File: config.mk
export PLATFORM = sky130hd
export DESIGN_NAME = dmem_arbiter
export DESIGN_NICKNAME = d
export VERILOG_FILES = /design/src/rtl/dmem_arbiter_pkg.sv /design/src/rtl/dmem_arbiter_rr_pick.sv /design/src/rtl/dmem_arbiter.sv
export SDC_FILE = /design/constraint.sdc
export NUM_CORES = 1
export LEC_CHECK = 0
export CAP_MARGIN = 20
export CORE_AREA = 2 2 116 118
export CTS_CLUSTER_DIAMETER = 100
export DETAILED_ROUTE_END_ITERATION = 8
export DIE_AREA = 0 0 118 120
export HOLD_SLACK_MARGIN = 0.03
export PLACE_DENSITY = 0.7
export SLEW_MARGIN = 10
export SYNTH_ARGS = -nofsm -noshare
export SYNTH_HDL_FRONTEND = slang
export SYNTH_HIERARCHICAL = 1
export SYNTH_SLANG_ARGS = --single-unit
export TNS_END_PERCENT = 50
File: constraint.sdc
create_clock -name clk -period 3.75 [get_ports clk]
set_input_delay 0.375 -clock clk [delete_from_list [all_inputs] [get_ports clk]]
set_output_delay 0.375 -clock clk [all_outputs]
set_load 0.05 [all_outputs]
File: src/rtl/dmem_arbiter_pkg.sv
// Shared data-memory definitions: memory width defaults, arbiter state
// encoding and requester index constants.
package dmem_arbiter_pkg;

    localparam int DMEM_ADDR_W = 32;
    localparam int DMEM_DATA_W = 32;

    localparam logic [1:0] ARB  = 2'd0;
    localparam logic [1:0] OWN0 = 2'd1;
    localparam logic [1:0] OWN1 = 2'd2;

    localparam int REQ_CPU = 0;
    localparam int REQ_DMA = 1;

endpackage

File: src/rtl/dmem_arbiter_rr_pick.sv
// Two-way round-robin select: a lone requester wins, a contested cycle goes
// to the requester named by rr.
module rr_pick
    import dmem_arbiter_pkg::*;
(
    input  logic [1:0] req,
    input  logic       rr,
    output logic [1:0] win
);

    assign win[REQ_CPU] = req[REQ_CPU] & (~req[REQ_DMA] | ~rr);
    assign win[REQ_DMA] = req[REQ_DMA] & (~req[REQ_CPU] |  rr);

endmodule

File: src/rtl/dmem_arbiter.sv
// Two-requester data-memory arbiter (CPU = 0, DMA/debug = 1) with registered
// read return. Define DMEM_ARB_LOCK_EN to enable locked ownership bursts.
module dmem_arbiter
    import dmem_arbiter_pkg::*;
#(
    parameter int ADDR_W   = DMEM_ADDR_W,
    parameter int DATA_W   = DMEM_DATA_W,
    parameter int LOCK_MAX = 16
) (
    input  logic              clk,
    input  logic              rst,
    input  logic              req_0,
    input  logic              we_0,
    input  logic [ADDR_W-1:0] addr_0,
    input  logic [DATA_W-1:0] wdata_0,
    input  logic              lock_0,
    input  logic              req_1,
    input  logic              we_1,
    input  logic [ADDR_W-1:0] addr_1,
    input  logic [DATA_W-1:0] wdata_1,
    input  logic              lock_1,
    output logic              gnt_0,
    output logic              rvalid_0,
    output logic [DATA_W-1:0] rdata_0,
    output logic              gnt_1,
    output logic              rvalid_1,
    output logic [DATA_W-1:0] rdata_1,
    output logic              mem_we,
    output logic [ADDR_W-1:0] mem_addr,
    output logic [DATA_W-1:0] mem_wdata,
    input  logic [DATA_W-1:0] mem_rdata
);

    logic [1:0] req;
    logic [1:0] win;
    logic [1:0] gnt;
    logic [1:0] state;
    logic [1:0] stateNext;
    logic       rr;
    logic       rrNext;

    assign req = {req_1, req_0};

    rr_pick uPick (
        .req (req),
        .rr  (rr),
        .win (win)
    );

    // Grants are gated by reset so nothing is accepted while rst is low.
    // NOTE: every variable in an always_comb gets a default first, otherwise a path that skips it infers a latch.
    always_comb begin
        gnt = '0;
        if (rst) begin
            case (state)
                ARB:     gnt = win;
                OWN0:    gnt[REQ_CPU] = req_0;
                OWN1:    gnt[REQ_DMA] = req_1;
                default: gnt = '0;
            endcase
        end
    end

    assign gnt_0     = gnt[REQ_CPU];
    assign gnt_1     = gnt[REQ_DMA];
    assign mem_we    = (gnt_0 & we_0) | (gnt_1 & we_1);
    assign mem_addr  = gnt_1 ? addr_1  : addr_0;
    assign mem_wdata = gnt_1 ? wdata_1 : wdata_0;

`ifdef DMEM_ARB_LOCK_EN
    localparam int CNT_W = $clog2(LOCK_MAX + 1);
    localparam logic [CNT_W-1:0] LCNT_MAX = CNT_W'(LOCK_MAX);

    logic [CNT_W-1:0] lcnt;
    logic [CNT_W-1:0] lcntNext;
    logic [CNT_W-1:0] lcntInc;
    logic             ownLock;

    assign lcntInc = (lcnt == LCNT_MAX) ? lcnt : lcnt + CNT_W'(1);
    assign ownLock = (state == OWN1) ? lock_1 : lock_0;

    always_comb begin
        stateNext = state;
        rrNext    = rr;
        lcntNext  = lcnt;
        case (state)
            ARB: begin
                if (|gnt) begin
                    rrNext = gnt[REQ_CPU];
                    // A one-grant limit is exhausted by the locking access itself.
                    if (((gnt_0 & lock_0) | (gnt_1 & lock_1)) && (LOCK_MAX > 1)) begin
                        stateNext = gnt_0 ? OWN0 : OWN1;
                        lcntNext  = CNT_W'(1);
                    end
                end
            end
            OWN0, OWN1: begin
                if (!(|gnt)) begin
                    stateNext = ARB;
                end else begin
                    lcntNext = lcntInc;
                    if (lcntInc == LCNT_MAX) begin
                        stateNext = ARB;
                        rrNext    = (state == OWN0);
                    end else if (!ownLock) begin
                        stateNext = ARB;
                    end
                end
            end
            default: stateNext = ARB;
        endcase
    end

    always_ff @(posedge clk or negedge rst) begin
        if (!rst) begin
            lcnt <= '0;
        end else begin
            lcnt <= lcntNext;
        end
    end
`else
    logic unusedLock;

    assign unusedLock = lock_0 | lock_1;

    always_comb begin
        stateNext = ARB;
        rrNext    = rr;
        if (|gnt) begin
            rrNext = gnt[REQ_CPU];
        end
    end
`endif

    // NOTE: sequential state uses non-blocking assignments so every flop samples pre-edge values.
    always_ff @(posedge clk or negedge rst) begin
        if (!rst) begin
            state <= ARB;
            rr    <= 1'b0;
        end else begin
            state <= stateNext;
            rr    <= rrNext;
        end
    end

    always_ff @(posedge clk or negedge rst) begin
        if (!rst) begin
            rvalid_0 <= 1'b0;
            rvalid_1 <= 1'b0;
            rdata_0  <= '0;
            rdata_1  <= '0;
        end else begin
            rvalid_0 <= gnt_0 & ~we_0;
            rvalid_1 <= gnt_1 & ~we_1;
            if (gnt_0 && !we_0) begin
                rdata_0 <= mem_rdata;
            end
            if (gnt_1 && !we_1) begin
                rdata_1 <= mem_rdata;
            end
        end
    end

endmodule
==> flow_metrics.py, run 1 <==
metrics = {
    "cts": {
        "cts_buffers": 9,
        "cts_htree_levels": 3,
        "clock-sinks": 67,
        "cts_setup_buffers": 0,
        "clk_pin_slew_ps": 50,
        "cts_tree": "built",
        "cts_hold_buffers": 1,
        "insertion_delay_ps": 330,
        "clk_path_buf_depth": 2,
        "root_buffer": "clkbuf_16",
        "cts-resized-gates": 0,
    },
    "drt": {
        "drcViolationCount": 0,
        "drtPass1Iterations": 3,
        "wl_um": 11740,
        "num_vias": 3014,
        "wl_met2_um": 6304,
        "wl_met1_um": 4057,
        "wl_met3_um": 1104,
        "drt_iter0_markers": 70,
        "ant_nets": 0,
        "vias_per_cell": 4.293,
        "wl_per_cell_um": 16.72,
        "dr.max_layer_used": "met4",
    },
    "min_path": {
        "min_path_type": "input pin to asynchronous set/reset pin",
    },
    "run": {
        "cap_violations": 0,
    },
    "layout": {
        "fin_cells": 702,
        "syn2layout_area_growth_pct": 100.8,
        "fin_area_um2": 6908,
        "layout-drive-gt1-share_pct": 29.47,
        "fin_util_pct": 53.22,
        "fin_nets": 690,
        "diodes": 0,
    },
    "logic_synthesis": {
        "postSynthCellCount": 221,
        "synth_top_area_share_pct": 48.73,
        "synth_largest_area_cell": "dfrtp_1",
        "synth.area.top_cells": "dfrtp_1 (49%), mux2_2 (29%), mux2_4 (17%)",
        "synth_seq_cells": 67,
        "yosysSeqAreaShare_pct": 48.73,
        "avgSynthCellArea_um2": 15.57,
        "syn-num-nets": 389,
        "netlist_area_um2": 3441,
        "synth_cell_types": 13,
        "synth_warnings": 6,
    },
    "sta": {
        "tightestPinTransition_ps": 810.5,
        "rsz0062_at_grt": "false",
        "fmax_mhz": 308.3,
        "fin_skew_ps": 3.934,
        "timing.final.crit_share_pct": 86.49,
        "postLayoutSetupSlackWorst_ps": 506.7,
        "tns_ps": 0,
        "hold_slack_ps": 471.3,
        "slew_viol_final": 0,
        "period_needed_ps": 3243,
        "setup_viol": 0,
        "slew_headroom_pct": 45.97,
        "finalHoldViolCount": 0,
    },
    "placement": {
        "hpwl_um": 9500,
        "placed_cells": 686,
        "place.gp.congestion": 0.7381,
        "dp_slack_ps": 497.6,
        "port_buffers": 298,
        "postPlaceCellArea_um2": 6580,
    },
    "die": {
        "die_h_um": 120,
        "core_um2": 12980,
        "rows": 42,
        "die_w_um": 118,
        "initial_core_util_pct": 26.51,
        "io-pin-count": 301,
        "dieArea_um2": 14160,
    },
    "power_and_ir_drop": {
        "ir_drop_v": 0.0004132,
        "leakagePower_nw": 2.946,
        "finalPower_mw": 3.755,
        "powerDensity_nw_per_um2": 543.5,
    },
    "worst_setup_path": {
        "rr_worst_depth": 4,
        "crit_type": "input pin to primary output",
        "arrival_ps": 2870,
        "r2r_slack_ps": 2130,
        "critPathRequiredTime_ps": 3380,
        "crit_fanout": 49,
        "worst_setup_path_start_kind": "input pin",
        "end_kind": "primary output",
    },
    "status": {
        "status": "finished, final reports clean",
    },
    "grt": {
        "grt_pass1_vias": 3128,
        "antenna_found_initial": 0,
        "grt_pass1_wl_um": 17760,
        "grt_util_all_layers_pct": 16.14,
        "grt_start_max_net_pins": 66,
        "grt_overflow": 0,
    },
}
[final timing paths]
path | start | endpoint
max reg2reg | rr$_DFFE_PN0P_ | rdata_0[25]$_DFFE_PN0P_
min | rst | rdata_0[29]$_DFFE_PN0P_
min in group clk | rdata_1[16]$_DFFE_PN0P_ | rdata_1[16]$_DFFE_PN0P_
min reg2reg | rdata_1[16]$_DFFE_PN0P_ | rdata_1[16]$_DFFE_PN0P_
max in group asynchronous | rst | rdata_1[8]$_DFFE_PN0P_
max | req_1 | mem_addr[17]
[routing by layer]
layer	up-vias	track usage, %
met1	1446	15.76
met5	-	0
li1	1402	-
met2	149	30.05
met3	17	7.129
met4	0	5.873
[cell usage after synthesis]
cell type / number
mux2_2: 90
a21o_1: 1
buf_6: 5
dfrtp_1: 67
nor2b_1: 1
inv_1: 4
nand2_1: 1
a21boi_1: 2
and2_1: 1
nand3b_2: 2
buf_2: 8
mux2_4: 38
a22oi_1: 1
[report_power, final]
part | internal, mW | total, mW | switching (mW) | leakage [nW]
clock | 0.596 | 0.885 | 0.289 | 0.148
sequential | 0.903 | 0.991 | 0.0880 | 0.798
combinational | 0.756 | 1.88 | 1.12 | 2.00
total | 2.25 | 3.75 | 1.50 | 2.95
[flip-flops by register name (all words and copies together), names as in the netlist]
name      count
rvalid_1      1
rdata_1      32
rvalid_0      1
rr            1
rdata_0      32
[cells by family (layout without fill, tap and decap cells)]
logic type / Yosys count / after routing / synth area share (%)
multiplexers: 128 / 128 / 46.04
AO/OA/AOI/OAI: 4 / 4 / 0.8728
buffers and inverters: 17 / 322 / 3.236
AND/OR/NAND/NOR: 5 / 5 / 1.127
flip-flops: 67 / 67 / 48.73
[layout make-up]
type	count	area (µm²)
Fill cell	1131	6072
Timing Repair Buffer	303	3018
Sequential cell	67	1677
Multi-Input combinational cell	137	1660
Clock buffer	11	242.7
Tap cell	176	220.2
Clock inverter	4	75.07
Inverter	4	15.01
[placed cells by master, fill, tap and decap left out]
| cell | count |
|---|---|
| mux2_4 | 38 |
| and2_1 | 1 |
| nand3b_2 | 2 |
| clkbuf_16 | 9 |
| nand2_4 | 1 |
| dlygate4sd3_1 | 1 |
| clkinvlp_4 | 2 |
| clkbuf_1 | 1 |
| nor2b_1 | 1 |
| a22oi_1 | 1 |
| clkdlybuf4s50_1 | 292 |
| clkbuf_8 | 1 |
| dfrtp_1 | 67 |
| buf_4 | 8 |
| buf_2 | 1 |
| buf_12 | 1 |
| inv_1 | 4 |
| a21o_1 | 1 |
| bufinv_16 | 2 |
| a21boi_1 | 2 |
| mux2_2 | 90 |
[worst max-delay path, stage by stage]
cell and delay (ps):
clkdlybuf4s50_1 480, a21boi_1 370, nand2_4 260, buf_12 290
mux2_2 260, clkdlybuf4s50_1 800
Power figures use the tool's default switching activity.
==> run 2: changes to the inputs <==
--- a/config.mk
+++ b/config.mk
@@ -5,13 +5,12 @@
 export SDC_FILE = /design/constraint.sdc
 export NUM_CORES = 1
 export LEC_CHECK = 0
-export CAP_MARGIN = 20
 export CORE_AREA = 2 2 116 118
 export CTS_CLUSTER_DIAMETER = 100
 export DETAILED_ROUTE_END_ITERATION = 8
 export DIE_AREA = 0 0 118 120
 export HOLD_SLACK_MARGIN = 0.03
-export PLACE_DENSITY = 0.7
+export PLACE_DENSITY_LB_ADDON = 0.25
 export SLEW_MARGIN = 10
 export SYNTH_ARGS = -nofsm -noshare
 export SYNTH_HDL_FRONTEND = slang
==> run 2 against run 1 <==
Power fell by 1.2%. Sequential power rose by 0.6%. Critical endpoint is now mem_wdata[28]. Clock power fell by 6.4%. Final area fell by 0.38%.
==> flow_metrics.py, run 2 (synthesis results as in run 1) <==
metrics = {
    "die": {
        "die_h_um": 120,
        "initial_core_util_pct": 26.51,
        "rows": 42,
        "io-pin-count": 301,
        "dieArea_um2": 14160,
        "die_w_um": 118,
        "core_um2": 12980,
    },
    "drt": {
        "vias_per_cell": 4.299,
        "drt_iter0_markers": 67,
        "num_vias": 3022,
        "ant_nets": 0,
        "wl_um": 13660,
        "drtPass1Iterations": 4,
        "drcViolationCount": 0,
        "wl_per_cell_um": 19.43,
    },
    "sta": {
        "period_needed_ps": 3086,
        "slew_headroom_pct": 54.39,
        "timing.final.crit_share_pct": 82.28,
        "tightestPinTransition_ps": 684.1,
        "fmax_mhz": 324.1,
        "fin_skew_ps": 11.13,
        "tns_ps": 0,
        "setup_viol": 0,
        "postLayoutSetupSlackWorst_ps": 664.5,
        "slew_viol_final": 0,
        "finalHoldViolCount": 0,
        "rsz0062_at_grt": "false",
    },
    "grt": {
        "antenna_found_initial": 0,
        "grt_pass1_wl_um": 19810,
        "grt_util_all_layers_pct": 18.76,
        "grt_pass1_vias": 3253,
        "grt_start_max_net_pins": 55,
        "grt_overflow": 0,
    },
    "layout": {
        "fin_nets": 691,
        "syn2layout_area_growth_pct": 100.0,
        "top_regs": "rdata_0: 32 flops, rdata_1: 32 flops",
        "final_cell_mix": "clkdlybuf4s50_1 (287), mux2_2 (90), dfrtp_1 (67)",
        "fin_util_pct": 53.02,
        "diodes": 0,
        "mostFrequentLayoutCell": "clkdlybuf4s50_1",
        "layout-drive-gt1-share_pct": 30.55,
        "fin_area_um2": 6882,
    },
    "cts": {
        "clk_path_buf_depth": 2,
        "cts-resized-gates": 0,
        "cts_tree": "built",
        "cts_htree_levels": 3,
        "cts_hold_buffers": 1,
        "insertion_delay_ps": 330,
        "clock-sinks": 67,
        "root_buffer": "clkbuf_16",
        "cts_buffers": 9,
        "clk_pin_slew_ps": 50,
        "cts_setup_buffers": 0,
    },
    "placement": {
        "hpwl_um": 11190,
        "port_buffers": 298,
        "place.gp.congestion": 0.7982,
        "dp_slack_ps": 631.8,
        "postPlaceCellArea_um2": 6578,
    },
    "power_and_ir_drop": {
        "leakagePower_nw": 2.949,
        "ir_drop_v": 0.0003761,
        "finalPower_mw": 3.711,
        "powerDensity_nw_per_um2": 539.2,
    },
    "worst_setup_path": {
        "critPathRequiredTime_ps": 3380,
        "end_kind": "primary output",
        "crit_type": "input pin to primary output",
        "crit_fanout": 52,
        "arrival_ps": 2710,
        "worst_setup_path_start_kind": "input pin",
    },
    "run": {
        "cap_violations": 0,
    },
    "status": {
        "status": "finished, final reports clean",
    },
    "min_path": {
        "min_path_type": "input pin to asynchronous set/reset pin",
    },
}
## run 2: cell count changes in the layout (fill, tap and decap cells not counted), sizes merged
cell           previous run  this run
clkinvlp                  2         1
bufinv                    2         1
clkinv                    0         2
clkdlybuf4s50           292       287
buf                      10        16
## run 2: power by group
| group | switching, mW | internal [mW] | total (mW) |
|---|---|---|---|
| Clock | 0.299 | 0.529 | 0.828 |
| Combinational | 1.13 | 0.756 | 1.89 |
| Sequential | 0.0933 | 0.903 | 0.997 |
## run 2: per-stage QoR
step	hold WS, ps	cells
2_1_floorplan	79.41	221
3_3_place_gp	279.6	687
3_5_place_dp	284.3	687
4_1_cts	479.7	703
5_1_grt	505.7	703
6_report	479.7	703
## run 2: metal layers
metal	routed length, µm	up-vias	track usage, %
met3	1214	9	7.414
met4	121	0	4.292
met5	0	-	0
li1	-	1398	-
met1	5060	1470	20.42
met2	7262	145	34.23
## run 2: path summary, 6_finish.rpt
kind                                               from                       to  slack [ps]  cells after the start
worst max-delay path                              req_1            mem_wdata[28]         660                      6
worst min-delay path                                rst  rdata_0[11]$_DFFE_PN0P_         480                      2
worst max register to register           rr$_DFFE_PN0P_   rdata_1[8]$_DFFE_PN0P_        2060                      5
worst min register to register  rdata_1[31]$_DFFE_PN0P_  rdata_1[31]$_DFFE_PN0P_         500                      1
max in group asynchronous                           rst  rdata_0[26]$_DFFE_PN0P_        2290                      3
min in group clk                rdata_1[31]$_DFFE_PN0P_  rdata_1[31]$_DFFE_PN0P_         500                      1
## run 2: critical path, stage by stage
cell and delay (ps):
clkdlybuf4s50_1 480, a21boi_1 410, nand2_4 90, buf_12 220
mux2_2 280, clkdlybuf4s50_1 790
## run 2: final cells by class
class                   instances  area, µm²
flip-flops and latches         67       1677
inverters                       4      15.01
fillers                      1126       6098
well taps                     176      220.2
clock buffers                  11      242.7
clock inverters                 4      51.30
repair buffers                304       3015
multi-input cells             137       1660
